==> config.mk <==
export PLATFORM = sky130hd
export DESIGN_NAME = ch1_sweep_ctrl
export DESIGN_NICKNAME = d
export VERILOG_FILES = /design/src/rtl/apu_pkg.sv /design/src/rtl/ch1_sweep_calc.sv /design/src/rtl/ch1_sweep_ctrl.sv
export SDC_FILE = /design/constraint.sdc
export NUM_CORES = 1
export LEC_CHECK = 0
export CORE_MARGIN = 2
export CORE_UTILIZATION = 30
export CTS_BUF_LIST = sky130_fd_sc_hd__clkbuf_4
export CTS_CLUSTER_DIAMETER = 60
export DETAILED_ROUTE_END_ITERATION = 8
export SLEW_MARGIN = 20
export SYNTH_ARGS = -nofsm -noshare
export SYNTH_HDL_FRONTEND = slang
export SYNTH_SLANG_ARGS = --single-unit
==> constraint.sdc <==
create_clock -name dyfa_1mhz -period 5.7 [get_ports dyfa_1mhz]
set_clock_uncertainty 0.1 [all_clocks]
set_input_delay 1.71 -clock dyfa_1mhz [delete_from_list [all_inputs] [get_ports dyfa_1mhz]]
set_output_delay 1.71 -clock dyfa_1mhz [all_outputs]
set_load 0.01 [all_outputs]
==> src/rtl/apu_pkg.sv <==
// Shared APU definitions: frequency limit, sweep FSM encoding, sweep-period reload.
// Latency: none (constants and pure functions only).
// Backpressure: not applicable.
package apu_pkg;

  // Largest frequency the 11-bit channel counter can hold.
  localparam logic [10:0] FREQ_MAX = 11'h7FF;

  // A period field of 0 behaves as a period of 8. The 3-bit timer wraps 0 -> 7
  // on its first decrement, so 8 is stored as 0.
  localparam logic [2:0] PERIOD_ENC_8 = 3'd0;

  typedef enum logic [1:0] {
    IDLE   = 2'd0,
    CALC   = 2'd1,
    COMMIT = 2'd2,
    RECHK  = 2'd3
  } sweep_state_e;

  // Timer reload value for a given NR10 period field.
  function automatic logic [2:0] period_reload(input logic [2:0] period);
    return (period == 3'd0) ? PERIOD_ENC_8 : period;
  endfunction

endpackage

==> src/rtl/ch1_sweep_calc.sv <==
// Sweep arithmetic: shadow +/- (shadow >> shift), with overflow flag past FREQ_MAX.
// Latency: purely combinational.
// Backpressure: none; the result is valid whenever the inputs are.
module ch1_sweep_calc
  import apu_pkg::*;
#(
  parameter int FREQ_W  = 11,
  parameter int SHIFT_W = 3
) (
  input  logic [FREQ_W-1:0]  shadow_i,
  input  logic [SHIFT_W-1:0] shift_i,
  input  logic               negate_i,
  output logic [FREQ_W-1:0]  new_freq_o,
  output logic               overflow_o
);

  logic [FREQ_W:0] delta;
  logic [FREQ_W:0] sum;

  // One extra bit catches carry-out on add. Subtract cannot underflow,
  // because the shifted value never exceeds the shadow itself.
  always_comb begin
    delta      = {1'b0, shadow_i >> shift_i};
    sum        = negate_i ? ({1'b0, shadow_i} - delta) : ({1'b0, shadow_i} + delta);
    new_freq_o = sum[FREQ_W-1:0];
    overflow_o = !negate_i && (sum > {1'b0, FREQ_MAX});
  end

endmodule

==> src/rtl/ch1_sweep_ctrl.sv <==
// Channel-1 frequency sweep sequencer: shadow register, sweep timer, load/disable strobes.
// Latency: tick -> CALC -> COMMIT, then freq_load is registered; recheck disable follows 1 cycle later.
// Backpressure: none; ticks that arrive while a sequence is in flight are dropped.
module ch1_sweep_ctrl
  import apu_pkg::*;
#(
  parameter int FREQ_W   = 11,
  parameter int PERIOD_W = 3,
  parameter int SHIFT_W  = 3
) (
  input  logic                dyfa_1mhz,
  input  logic                napu_reset,
  input  logic                sweep_tick,
  input  logic                ch1_restart,
  input  logic [PERIOD_W-1:0] sweep_period,
  input  logic                sweep_negate,
  input  logic [SHIFT_W-1:0]  sweep_shift,
  input  logic [FREQ_W-1:0]   freq_in,
  output logic [FREQ_W-1:0]   freq_out,
  output logic                freq_load,
  output logic                ch1_disable,
  output logic                sweep_busy
);

  sweep_state_e        state_q, state_d;
  logic [FREQ_W-1:0]   shadow_q, shadow_d;
  logic [PERIOD_W-1:0] timer_q, timer_d;
  logic                sweep_en_q, sweep_en_d;
  logic                neg_used_q, neg_used_d;
  logic                negate_q;
  logic [FREQ_W-1:0]   freq_out_q, freq_out_d;
  logic                freq_load_q, freq_load_d;
  logic                disable_q, disable_d;

  logic [FREQ_W-1:0]   calc_freq;
  logic                calc_ovf;

  // One shared calculator; CALC, COMMIT and RECHK all evaluate the current shadow
  // with the live NR10 fields.
  ch1_sweep_calc #(
    .FREQ_W  (FREQ_W),
    .SHIFT_W (SHIFT_W)
  ) u_calc (
    .shadow_i   (shadow_q),
    .shift_i    (sweep_shift),
    .negate_i   (sweep_negate),
    .new_freq_o (calc_freq),
    .overflow_o (calc_ovf)
  );

  // Next-state logic: a trigger overrides everything, then the FSM step, then the negate quirk.
  always_comb begin
    state_d     = state_q;
    shadow_d    = shadow_q;
    timer_d     = timer_q;
    sweep_en_d  = sweep_en_q;
    neg_used_d  = neg_used_q;
    freq_out_d  = freq_out_q;
    freq_load_d = 1'b0;
    disable_d   = 1'b0;

    if (ch1_restart) begin
      shadow_d   = freq_in;
      timer_d    = period_reload(sweep_period);
      neg_used_d = 1'b0;
      sweep_en_d = (sweep_period != '0) || (sweep_shift != '0);
      state_d    = (sweep_shift != '0) ? RECHK : IDLE;
    end else begin
      case (state_q)
        IDLE: begin
          if (sweep_tick) begin
            // Timer value 0 stands for 8, so it still counts down (0 -> 7).
            if (timer_q != PERIOD_W'(1)) begin
              timer_d = timer_q - PERIOD_W'(1);
            end else begin
              timer_d = period_reload(sweep_period);
              if (sweep_en_q && (sweep_period != '0)) begin
                state_d = CALC;
              end
            end
          end
        end
        CALC: begin
          if (sweep_negate) neg_used_d = 1'b1;
          if (calc_ovf) begin
            disable_d  = 1'b1;
            sweep_en_d = 1'b0;
            state_d    = IDLE;
          end else if (sweep_shift != '0) begin
            state_d = COMMIT;
          end else begin
            state_d = IDLE;
          end
        end
        COMMIT: begin
          shadow_d    = calc_freq;
          freq_out_d  = calc_freq;
          freq_load_d = 1'b1;
          state_d     = RECHK;
        end
        RECHK: begin
          if (sweep_negate) neg_used_d = 1'b1;
          if (calc_ovf) begin
            disable_d  = 1'b1;
            sweep_en_d = 1'b0;
          end
          state_d = IDLE;
        end
        default: state_d = IDLE;
      endcase

      // Leaving subtract mode after a subtract was used kills the channel.
      if (negate_q && !sweep_negate && neg_used_q && sweep_en_q) begin
        disable_d  = 1'b1;
        sweep_en_d = 1'b0;
      end
    end
  end

  // State and strobe registers; async reset clears everything without emitting a strobe.
  always_ff @(posedge dyfa_1mhz or negedge napu_reset) begin
    if (!napu_reset) begin
      state_q     <= IDLE;
      shadow_q    <= '0;
      timer_q     <= '0;
      sweep_en_q  <= 1'b0;
      neg_used_q  <= 1'b0;
      negate_q    <= 1'b0;
      freq_out_q  <= '0;
      freq_load_q <= 1'b0;
      disable_q   <= 1'b0;
    end else begin
      state_q     <= state_d;
      shadow_q    <= shadow_d;
      timer_q     <= timer_d;
      sweep_en_q  <= sweep_en_d;
      neg_used_q  <= neg_used_d;
      negate_q    <= sweep_negate;
      freq_out_q  <= freq_out_d;
      freq_load_q <= freq_load_d;
      disable_q   <= disable_d;
    end
  end

  assign freq_out    = freq_out_q;
  assign freq_load   = freq_load_q;
  assign ch1_disable = disable_q;
  assign sweep_busy  = (state_q != IDLE);

endmodule

==> results by group <==
Status
  • Status: complete, no violations

Power and ir drop
  • VDD IR max: 248 uV
  • P per Cell Area: 372 nW/um^2
  • P_leak: 0.00159 uW
  • Sequential fraction of design power: 0.280
  • Net Sw Power: 535 uW
  • Comb pwr share: 0.623
  • Sw frac: 0.417
  • Clk network pwr share: 0.097
  • Int Pwr: 749 uW
  • PnR Total Power: 1280 uW

Yosys
  • Mapped Area: 2640 sq um
  • Number of synthesized register bits: 32
  • Synth area leaders: dfrtp_1, a21oi_1, ha_1, o21ai_0, nand2_1
  • Top FF cell, synth: dfrtp_1
  • Syn_area_per_cell: 8.14 sq um
  • Synthesized instance count: 324
  • Number of synthesized flops with an enable pin: 0
  • Syn Nets: 361
  • Post-synth top area cell: dfrtp_1
  • Top cells by count, synth: a21oi_1, nand2_1, nor2_1
  • Async SR Flop Fraction: 1.00
  • Ys Warns: 0
  • Most frequent cell after synthesis: a21oi_1
  • Sequential share of the synthesized area: 0.304
  • Post-synth top area share: 0.304
  • Count of cell types in the netlist: 53

Global route
  • Gr usage total: 0.145
  • Antenna violations before repair: 0
  • Largest net degree at the start of global routing: 33
  • Grt ovf: 0
  • Vias in the first global route: 2,486
  • First-pass GRT wire length: 11,500 um

Finish
  • Area growth syn-to-layout: 30.8%
  • ANT cells: 0
  • Layout cells sized above 1: 0.177
  • Fillers: 889
  • NumNets Final: 431
  • Post-route cell area: 3450 sq um

Setup path
  • Startpoint Class: primary input
  • Crit-path cells: dlymetal6s2s_1, mux2_2, mux2_2, a21oi_2, ha_1, nand4_1, nor3_2, a2bb2oi_1, nor2_1, a21oi_1, ha_1, and3_1, nand2_1, a21oi_1, o41ai_1, buf_4, nor3b_1, mux2i_1, a32o_1
  • Critical path type: primary input to flop
  • Reg2Reg Depth: 18
  • Reg2Reg Capture Point: sweep_en_q$_DFFE_PN0P_
  • Worst R2R Start: shadow_q[8]$_DFFE_PN0P_
  • Critical Path End Type: flop
  • CP peak stage delay: 0.39 ns
  • Worst-path fanout max: 5
  • CP arrival: 5.35 ns
  • Required time worst endpoint: 5.84 ns
  • R2R Setup Slk: 1.62 ns
  • CP max-delay cell: mux2_2

Die
  • Vert. Die Dim: 97.8 um
  • Die width: 97.8 um
  • Site row count: 34
  • CORE AREA: 8640 sq um
  • I/O pin cnt: 36
  • Initial Util: 0.305
  • Die Footprint: 9560 sq um

Placement
  • I/O Buffers: 35
  • Worst slack, placed: -0.315 ns
  • Gp weighted congestion: 0.917
  • DP Area: 3380 sq um
  • Dpl hpwl: 5230 um

Clock network
  • Hold Buf Count CTS: 0
  • H-tree Lvls: 2
  • Clock transition at path regs: 0.10 ns
  • Clock Latency Late Sink: 0.34 ns
  • Clk buf depth: 2
  • CTS tree: yes
  • Clock sink total: 32
  • CTS Root Cell: clkbuf_4
  • Clock buffer count from CTS: 5

Hold path
  • Origin of the worst min-delay path: freq_out[9]$_DFFE_PN0P_
  • Min-delay worst type: flop to flop
  • Hold Path End: freq_out[9]$_DFFE_PN0P_
  • Cells on Worst Hold Path: 2

Timing
  • Slew headroom: 0.557
  • Tmin final: 5.21 ns
  • Fmax: 0.192 GHz
  • Tcrit/Tclk final: 0.915
  • Final WS setup: 0.487 ns
  • Worst slew pin tran: 0.656 ns
  • Hold Fails Final Rpt: 0
  • Hold slack: 0.395 ns
  • Setup violators final: 0
  • RSZ-0062 raised after global routing: no
  • Fin Setup TNS: 0 ns
  • Fin. max-slew vios: 0

Routing
  • Detailed Route WL: 6690 um
  • Avg WL per Cell: 13.3 um
  • Drt via density: 4.91
  • Vias: 2,470
  • DRT Pass-1 Iters: 5
  • Number of DRC markers in iteration 0: 135
  • Detail Route Antenna Nets: 0
  • Drt drc: 0

Run
  • MaxCap Viol Count: 0
## state kept, by name (all words and copies together) (netlist names), named ones only
| name | count |
|---|---|
| freq_out | 11 |
| shadow_q | 11 |
| timer_q | 3 |
| ch1_disable | 1 |
| freq_load | 1 |
| neg_used_q | 1 |
| negate_q | 1 |
| state_q | 1 |
| sweep_en_q | 1 |
## how the worst max path moves through the flow
stage / startpoint / end / slack, ns / depth (start not counted)
2_1_floorplan: sweep_shift[1] / sweep_en_q$_DFFE_PN0P_ / 0.17 / 18
3_3_place_gp: sweep_shift[1] / sweep_en_q$_DFFE_PN0P_ / -0.22 / 19
3_5_place_dp: sweep_shift[1] / sweep_en_q$_DFFE_PN0P_ / -0.31 / 19
4_1_cts: sweep_shift[1] / sweep_en_q$_DFFE_PN0P_ / 0.003 / 19
5_1_grt: sweep_shift[0] / sweep_en_q$_DFFE_PN0P_ / 0.08 / 21
6_report: sweep_shift[1] / sweep_en_q$_DFFE_PN0P_ / 0.49 / 19
## metal layers
| layer | GRT usage | share of wire | up-vias |
|---|---|---|---|
| met1 | 0.203 | 0.51 | 1159 |
| met5 | 0 | 0 | - |
| met4 | 0.0406 | 0.012 | 0 |
| met2 | 0.238 | 0.46 | 25 |
| met3 | 0.0157 | 0.015 | 6 |
| li1 | - | - | 1280 |
## final cells by class
class	count	area (sq um)	share of cell area
repair buffers	79	688	0.199
flip-flops and latches	32	801	0.232
multi-input cells	261	1720	0.498
well taps	108	135	0.0392
clock buffers	5	37.5	0.0109
clock inverters	3	13.8	0.00399
inverters	15	56.3	0.0163
## power by group through the flow
stage / Clock (uW) / Sequential (uW) / Combinational, uW
2_1_floorplan: 0 / 360 / 460
3_3_place_gp: 0 / 363 / 786
3_5_place_dp: 0 / 364 / 794
4_1_cts: 130 / 360 / 800
5_1_grt: 142 / 370 / 899
6_report: 125 / 359 / 801
## metrics by stage
step	util	std cells
global placement	0.392	495
floorplan	-	324
detailed placement	0.392	495
finish	0.400	503
global route	0.400	503
CTS	0.398	503
## cells in the final DEF, fill, tap and decap left out, types with 3 or more instances in the layout
| cell | Yosys | routed |
|---|---|---|
| a21oi_1 | 39 | 38 |
| inv_1 | 15 | 15 |
| or2_2 | 3 | 3 |
| nor2_1 | 34 | 34 |
| ha_1 | 14 | 14 |
| clkdlybuf4s50_1 | 0 | 32 |
| buf_4 | 0 | 44 |
| dfrtp_1 | 32 | 32 |
| dlymetal6s2s_1 | 0 | 3 |
| a21o_1 | 5 | 5 |
| clkbuf_4 | 0 | 5 |
| xor2_1 | 7 | 7 |
| nor2b_1 | 12 | 12 |
| o21ai_0 | 29 | 29 |
| nand2b_1 | 8 | 8 |
| nand2_1 | 35 | 35 |
| xnor2_1 | 8 | 8 |
| nor3_1 | 6 | 5 |
| mux2i_1 | 9 | 9 |
| mux2_2 | 8 | 8 |
## kinds of logic (layout without fill, tap and decap cells)
| family | after synthesis | count (layout) | synth area share |
|---|---|---|---|
| and+or+nand+nor | 115 | 115 | 0.214 |
| AOI/OAI and AO/OA | 97 | 97 | 0.228 |
| DFF | 32 | 32 | 0.304 |
| buffers and inverters | 31 | 102 | 0.0479 |
| muxes | 19 | 19 | 0.0825 |
| adders and majority gates | 15 | 15 | 0.0740 |
| xor gates and xnor gates | 15 | 15 | 0.0498 |
## critical path, delay by kind of cell
| kind | cells | cell delay [ns] |
|---|---|---|
| muxes | 3 | 0.81 |
| adders and majority gates | 2 | 0.46 |
| buffers and inverters | 2 | 0.37 |
| AOI/OAI and AO/OA | 6 | 1.12 |
| and+or+nand+nor | 6 | 0.88 |
## timing repair
| item | CTS | global route |
|---|---|---|
| setup endpoints to repair | 0 | 4 |
| buffers inserted | 0 | 0 |
| resized for setup | 0 | 5 |
Note: power is estimated with default switching activity, not from simulation.
